### src/rtl/clock_pkg.sv
// Shared definitions for the clock time-setting path: field codes, value limits,
// blink_mask bit positions and wrap-around step helpers.
package clock_pkg;

    localparam logic [1:0] FIELD_RUN  = 2'd0;
    localparam logic [1:0] FIELD_HOUR = 2'd1;
    localparam logic [1:0] FIELD_MIN  = 2'd2;
    localparam logic [1:0] FIELD_SEC  = 2'd3;

    localparam logic [7:0] HOUR_MAX = 8'd23;
    localparam logic [7:0] MS_MAX   = 8'd59;

    localparam int BLINK_HOUR_SHI = 5;
    localparam int BLINK_HOUR_GE  = 4;
    localparam int BLINK_MIN_SHI  = 3;
    localparam int BLINK_MIN_GE   = 2;
    localparam int BLINK_SEC_SHI  = 1;
    localparam int BLINK_SEC_GE   = 0;

    typedef enum logic [2:0] {
        ST_RUN,
        ST_SET_HOUR,
        ST_SET_MIN,
        ST_SET_SEC,
        ST_APPLY
    } set_state_t;

    function automatic logic [7:0] wrap_inc(input logic [7:0] v, input logic [7:0] max);
        return (v >= max) ? 8'd0 : v + 8'd1;
    endfunction

    // Out-of-range values snap to max so the edit register always lands back in range.
    function automatic logic [7:0] wrap_dec(input logic [7:0] v, input logic [7:0] max);
        return ((v == 8'd0) || (v > max)) ? max : v - 8'd1;
    endfunction

endpackage

### src/rtl/clock_set_ctrl_key_edge.sv
// key_edge: 2-FF synchronizer for an active-low key plus a registered one-cycle press pulse.
module key_edge (
    input  logic clk_in,
    input  logic rst_in,
    input  logic key_n,
    output logic press
);

    logic sync_p0;
    logic sync_p1;
    logic dly_p2;

    always_ff @(posedge clk_in) begin
        if (rst_in) begin
            sync_p0 <= 1'b1;
            sync_p1 <= 1'b1;
            dly_p2  <= 1'b1;
            press   <= 1'b0;
        end else begin
            sync_p0 <= key_n;
            sync_p1 <= sync_p0;
            dly_p2  <= sync_p1;
            press   <= dly_p2 & ~sync_p1;
        end
    end

endmodule

### src/rtl/clock_set_ctrl.sv
// Time-setting controller: key-driven edit of hh:mm:ss, counter hold, load strobe and blink mask.
// Define SET_TIMEOUT_EN to abandon an edit after TIMEOUT_S idle seconds.
module clock_set_ctrl #(
    parameter int CLK_HZ    = 12_000_000,
    parameter int BLINK_HZ  = 2,
    parameter int TIMEOUT_S = 10
) (
    input  logic       clk_in,
    input  logic       rst_in,
    input  logic       key_mode_n,
    input  logic       key_up_n,
    input  logic       key_down_n,
    input  logic       tick_1hz,
    input  logic [7:0] cur_hour,
    input  logic [7:0] cur_min,
    input  logic [7:0] cur_sec,
    output logic       run_en,
    output logic       load,
    output logic [7:0] load_hour,
    output logic [7:0] load_min,
    output logic [7:0] load_sec,
    output logic [1:0] edit_field,
    output logic [5:0] blink_mask
);
    import clock_pkg::*;

    localparam int HALF  = CLK_HZ / (2 * BLINK_HZ);
    localparam int CNT_W = (HALF > 1) ? $clog2(HALF) : 1;
    localparam logic [CNT_W-1:0] HALF_LAST = CNT_W'(HALF - 1);

    set_state_t state, state_nxt;
    logic mode_p, up_p, down_p, any_press;
    logic in_set, enter_set, adj_up, adj_dn, timeout;
    logic [7:0] hour_q, min_q, sec_q;
    logic [CNT_W-1:0] blink_cnt;
    logic blink_phase;

    key_edge u_key_mode (.clk_in(clk_in), .rst_in(rst_in), .key_n(key_mode_n), .press(mode_p));
    key_edge u_key_up   (.clk_in(clk_in), .rst_in(rst_in), .key_n(key_up_n),   .press(up_p));
    key_edge u_key_down (.clk_in(clk_in), .rst_in(rst_in), .key_n(key_down_n), .press(down_p));

    assign any_press = mode_p | up_p | down_p;
    assign in_set    = (state == ST_SET_HOUR) || (state == ST_SET_MIN) || (state == ST_SET_SEC);
    // Mode always wins; up and down together cancel each other.
    assign adj_up    = in_set && !mode_p && up_p && !down_p;
    assign adj_dn    = in_set && !mode_p && down_p && !up_p;
    assign enter_set = (state_nxt != state) &&
                       (state_nxt inside {ST_SET_HOUR, ST_SET_MIN, ST_SET_SEC});

`ifdef SET_TIMEOUT_EN
    localparam int IDLE_W = $clog2(TIMEOUT_S + 1);
    localparam logic [IDLE_W-1:0] IDLE_LIMIT = IDLE_W'(TIMEOUT_S);
    logic [IDLE_W-1:0] idle_cnt;

    always_ff @(posedge clk_in) begin
        if (rst_in || !in_set || any_press) begin
            idle_cnt <= '0;
        end else if (tick_1hz && (idle_cnt != IDLE_LIMIT)) begin
            idle_cnt <= idle_cnt + 1'b1;
        end
    end

    assign timeout = in_set && !any_press && (idle_cnt == IDLE_LIMIT);
`else
    logic unused_tick;
    assign unused_tick = tick_1hz & (TIMEOUT_S > 0);
    assign timeout     = 1'b0;
`endif

    always_ff @(posedge clk_in) begin
        if (rst_in) begin
            state <= ST_RUN;
        end else begin
            state <= state_nxt;
        end
    end

    always_comb begin
        state_nxt = state;
        case (state)
            ST_RUN:      if (mode_p) state_nxt = ST_SET_HOUR;
            ST_SET_HOUR: if (mode_p) state_nxt = ST_SET_MIN; else if (timeout) state_nxt = ST_RUN;
            ST_SET_MIN:  if (mode_p) state_nxt = ST_SET_SEC; else if (timeout) state_nxt = ST_RUN;
            ST_SET_SEC:  if (mode_p) state_nxt = ST_APPLY;   else if (timeout) state_nxt = ST_RUN;
            default:     state_nxt = ST_RUN;
        endcase
    end

    always_ff @(posedge clk_in) begin
        if (rst_in) begin
            hour_q <= '0;
            min_q  <= '0;
            sec_q  <= '0;
        end else if ((state == ST_RUN) && mode_p) begin
            hour_q <= cur_hour;
            min_q  <= cur_min;
            sec_q  <= cur_sec;
        end else if (adj_up || adj_dn) begin
            case (state)
                ST_SET_HOUR: hour_q <= adj_up ? wrap_inc(hour_q, HOUR_MAX) : wrap_dec(hour_q, HOUR_MAX);
                ST_SET_MIN:  min_q  <= adj_up ? wrap_inc(min_q, MS_MAX)    : wrap_dec(min_q, MS_MAX);
                ST_SET_SEC:  sec_q  <= adj_up ? wrap_inc(sec_q, MS_MAX)    : wrap_dec(sec_q, MS_MAX);
                default: ;
            endcase
        end
    end

    // Blink restarts dark on every field change so the new field is visibly selected.
    always_ff @(posedge clk_in) begin
        if (rst_in || enter_set) begin
            blink_cnt   <= '0;
            blink_phase <= 1'b0;
        end else if (blink_cnt == HALF_LAST) begin
            blink_cnt   <= '0;
            blink_phase <= ~blink_phase;
        end else begin
            blink_cnt   <= blink_cnt + 1'b1;
        end
    end

    assign run_en    = (state == ST_RUN);
    assign load      = (state == ST_APPLY);
    assign load_hour = hour_q;
    assign load_min  = min_q;
    assign load_sec  = sec_q;

    always_comb begin
        edit_field = FIELD_RUN;
        blink_mask = '0;
        case (state)
            ST_SET_HOUR: begin
                edit_field                 = FIELD_HOUR;
                blink_mask[BLINK_HOUR_SHI] = blink_phase;
                blink_mask[BLINK_HOUR_GE]  = blink_phase;
            end
            ST_SET_MIN: begin
                edit_field                 = FIELD_MIN;
                blink_mask[BLINK_MIN_SHI]  = blink_phase;
                blink_mask[BLINK_MIN_GE]   = blink_phase;
            end
            ST_SET_SEC: begin
                edit_field                 = FIELD_SEC;
                blink_mask[BLINK_SEC_SHI]  = blink_phase;
                blink_mask[BLINK_SEC_GE]   = blink_phase;
            end
            default: ;
        endcase
    end

endmodule

### config.mk
export PLATFORM = sky130hd
export DESIGN_NAME = clock_set_ctrl
export DESIGN_NICKNAME = d
export VERILOG_FILES = /design/src/rtl/clock_pkg.sv /design/src/rtl/clock_set_ctrl_key_edge.sv /design/src/rtl/clock_set_ctrl.sv
export SDC_FILE = /design/constraint.sdc
export NUM_CORES = 1
export LEC_CHECK = 0
export CORE_ASPECT_RATIO = 1.75
export CORE_MARGIN = 3
export CORE_UTILIZATION = 45
export CTS_BUF_LIST = sky130_fd_sc_hd__clkbuf_4 sky130_fd_sc_hd__clkbuf_8 sky130_fd_sc_hd__clkbuf_16
export DETAILED_ROUTE_END_ITERATION = 8
export HOLD_SLACK_MARGIN = 0.06
export PLACE_DENSITY = 0.69
export SLEW_MARGIN = 20
export SYNTH_ARGS = -nofsm -noshare
export SYNTH_HDL_FRONTEND = slang
export SYNTH_HIERARCHICAL = 1
export SYNTH_SLANG_ARGS = --single-unit
### constraint.sdc
create_clock -name clk_in -period 4.4 [get_ports clk_in]
set_input_delay 0.44 -clock clk_in [delete_from_list [all_inputs] [get_ports clk_in]]
set_output_delay 0.44 -clock clk_in [all_outputs]
set_load 0.05 [all_outputs]
==> flow_summary.ini <==
[synthesis]
ys_warn_count = 6
avgSynthCellArea_um2 = 8.30
ys_seq_area_share_pct = 32.7
synth-edff-count = 0
yosysUniqueCellTypes = 71
synth_flop_cell = dfxtp_1
synth-seq-cells = 62
synthCells = 457
syn_area_um2 = 3790
synth_nets = 497
async_flop_share_pct = 0

[run]
maxCapViolCount = 0

[hold_path]
min_from = u_key_up/sync_p0
min_path_type = reg2reg

[floorplanning]
fp.dieW_um = 75.4
fp.coreArea_um2 = 8070
io_pins = 64
initial_core_util_pct = 47.0
rows = 43
die_area_um2 = 9610
die_h_um = 127

[drt]
vias = 3582
dr.pass1.iters = 4
drc = 0
vias_per_cell = 6.02
ant_nets = 0
drt-initial-drc-count = 230
wirelength_mm = 9.75
wire_per_inst_um = 16.4

[placement]
detailed_place_hpwl_mm = 6.84
place_congestion = 0.869
numPlacedInstances = 579
port_buffers = 62

[clock_tree]
ctsLongestPathBuffers = 2
hold_buffers = 0
clk_latency_ns = 0.33
cts-root-buf = clkbuf_16
numCtsBuffers = 9
clk_pin_slew_worst_paths_ns = 0.05
cts_post_setup_buffers_inserted = 0
htree_num_levels = 3
clock-sinks = 62
cts_tree = yes
cts_resized = 0

[timing]
max_clock_freq_ghz = 0.349
rsz0062_at_grt = false
fin_crit_ns = 2.87
clock_skew_ns = 0.00393
setup_violations = 0
totalNegativeSetupSlack_ns = 0
hold_violations = 0
slew_viol_final = 0
worstMarginPinSlew_ns = 0.879
max_slew_margin_pct = 41.1
fin_crit_sh_pct = 65.2

[setup_path]
crit_type = reg2out
crit_start = state[1]
critPathCaptureType = primary output
crit_path_start_kind = register
critPathRequiredTime_ns = 3.96
worstPathArrival_ns = 2.43
crit_fanout = 16
reg2reg_from = state[1]

[grt]
grt_use_met3_pct = 4.49
overflow = 0
grt_max_degree = 43
busiest_layer = met2
grtUsageMet1_pct = 24.4
gr-usage-met2_pct = 37.1
track_usage_pct = 21.6
grt_pass1_wl_mm = 16.4
antenna_found_initial = 0
grt_pass1_vias = 3545

[run_status]
status = finished clean

[cells_and_area]
layout-drive-gt1-share_pct = 7.92
multi_input_area_um2 = 2330
area_growth_pct = 22.4
nets = 540
regArea_um2 = 1240
instances_no_fill = 595
diodes = 0
fill_cells = 754

[power_and_ir_drop]
peakVddDrop_mv = 0.340
leakage_nw = 1.59
p_per_area_nw_per_um2 = 313
-- registers in the layout, indices dropped and copies added, names as in the netlist, 3 cells and up --
| signal | cells |
|---|---|
| blink_cnt | 22 |
| load_hour | 8 |
| load_min | 8 |
| load_sec | 8 |
| state | 3 |
-- metrics by stage --
stage	power [mW]	hold slack, ns	area, um^2	util [%]	setup slack, ns
floorplan	0.748	0.383	3790	-	1.75
global placement	0.812	0.386	4370	54.1	1.89
detailed placement	0.815	0.387	4370	54.1	1.81
CTS	1.47	0.399	4640	57.5	1.51
global route	1.52	0.424	4640	57.5	1.37
finish	1.45	0.400	4640	57.5	1.53
-- per-layer routing --
| layer | share of wire [%] | vias to the layer above |
|---|---|---|
| met3 | 4.1 | 15 |
| met2 | 54 | 92 |
| met5 | 0 | - |
| met4 | 1.9 | 0 |
| met1 | 40 | 1726 |
| li1 | - | 1749 |
-- power breakdown --
group	internal [mW]	total, mW	switching, mW	leakage [nW]
clock	0.405	0.650	0.244	0.139
sequential	0.577	0.601	0.0241	0.503
combinational	0.0933	0.204	0.111	0.944
total	1.08	1.45	0.379	1.59
-- cell usage after synthesis (8+ instances only) --
master    count  share of area, %
clkbuf_1     16               1.6
nand2_1      36               3.6
o21ai_0      11               1.5
a21oi_1      15               2.0
nor3b_1       8               1.6
a31oi_1       9               1.5
xor2_1       13               3.0
xnor2_1      23               5.3
dfxtp_1      62                33
or2_1         9               1.5
nor2_1       55               5.4
a211oi_1     14               2.8
ha_1         10               3.3
inv_1        11               1.1
nand3_1      18               2.4
buf_2         9               1.2
nor3_1       22               2.9
-- cell families (layout without fill, tap and decap cells) --
| kind of cell | Yosys count | after routing | share of synthesized area, % |
|---|---|---|---|
| muxes | 2 | 2 | 0.989 |
| xor gates and xnor gates | 36 | 36 | 8.31 |
| DFF | 62 | 62 | 32.7 |
| adders and majority gates | 10 | 10 | 3.30 |
| buffers and inverters | 44 | 92 | 5.93 |
| and+or+nand+nor | 209 | 209 | 30.0 |
| AOI/OAI and AO/OA | 94 | 94 | 18.8 |
-- layout by cell type (no fill, tap or decap), types with 4 or more instances in the layout --
master | synthesis | layout
nor2_1 | 55 | 55
clkdlybuf4s50_1 | 0 | 62
nand2_1 | 36 | 36
a211oi_1 | 14 | 14
or4_1 | 4 | 4
or2_1 | 9 | 9
nor4_1 | 6 | 6
nor3b_1 | 8 | 8
nand3_1 | 18 | 18
and3_1 | 6 | 6
a32oi_1 | 4 | 4
clkbuf_16 | 0 | 9
nor3_2 | 4 | 4
a31oi_1 | 9 | 9
o21ai_0 | 11 | 11
a21oi_1 | 15 | 15
dfxtp_1 | 62 | 62
nand3b_1 | 4 | 4
xnor2_1 | 23 | 23
and4_1 | 4 | 4
inv_1 | 11 | 11
xor2_1 | 13 | 13
nand4_1 | 6 | 6
a221oi_1 | 5 | 5
o22ai_1 | 4 | 4
ha_1 | 10 | 10
nor3_1 | 22 | 22
-- layout make-up --
type                       count  share of cell area, %
inverter                      11                  0.889
clock buffer                  12                   5.47
multi-input combinational    351                   50.1
timing repair buffer          65                   13.9
sequential                    62                   26.7
clock inverter                 4                  0.485
tap                           90                   2.43
-- critical path: stages, from the launching register on --
cell and delay [ns]:
dfxtp_1 0.71, nand2_1 0.19, inv_1 0.17, nand2_1 0.07, nor2_1 0.13, clkdlybuf4s50_1 0.83
-- final timing paths --
path,to,slack [ns],cells past startpoint
worst min register to register,u_key_up/sync_p1,0.40,1
worst max-delay path,blink_mask[2],1.53,5
worst max register to register,load_min[3],1.79,5
worst min-delay path,u_key_up/sync_p1,0.40,1
Power figures use the tool's default switching activity.
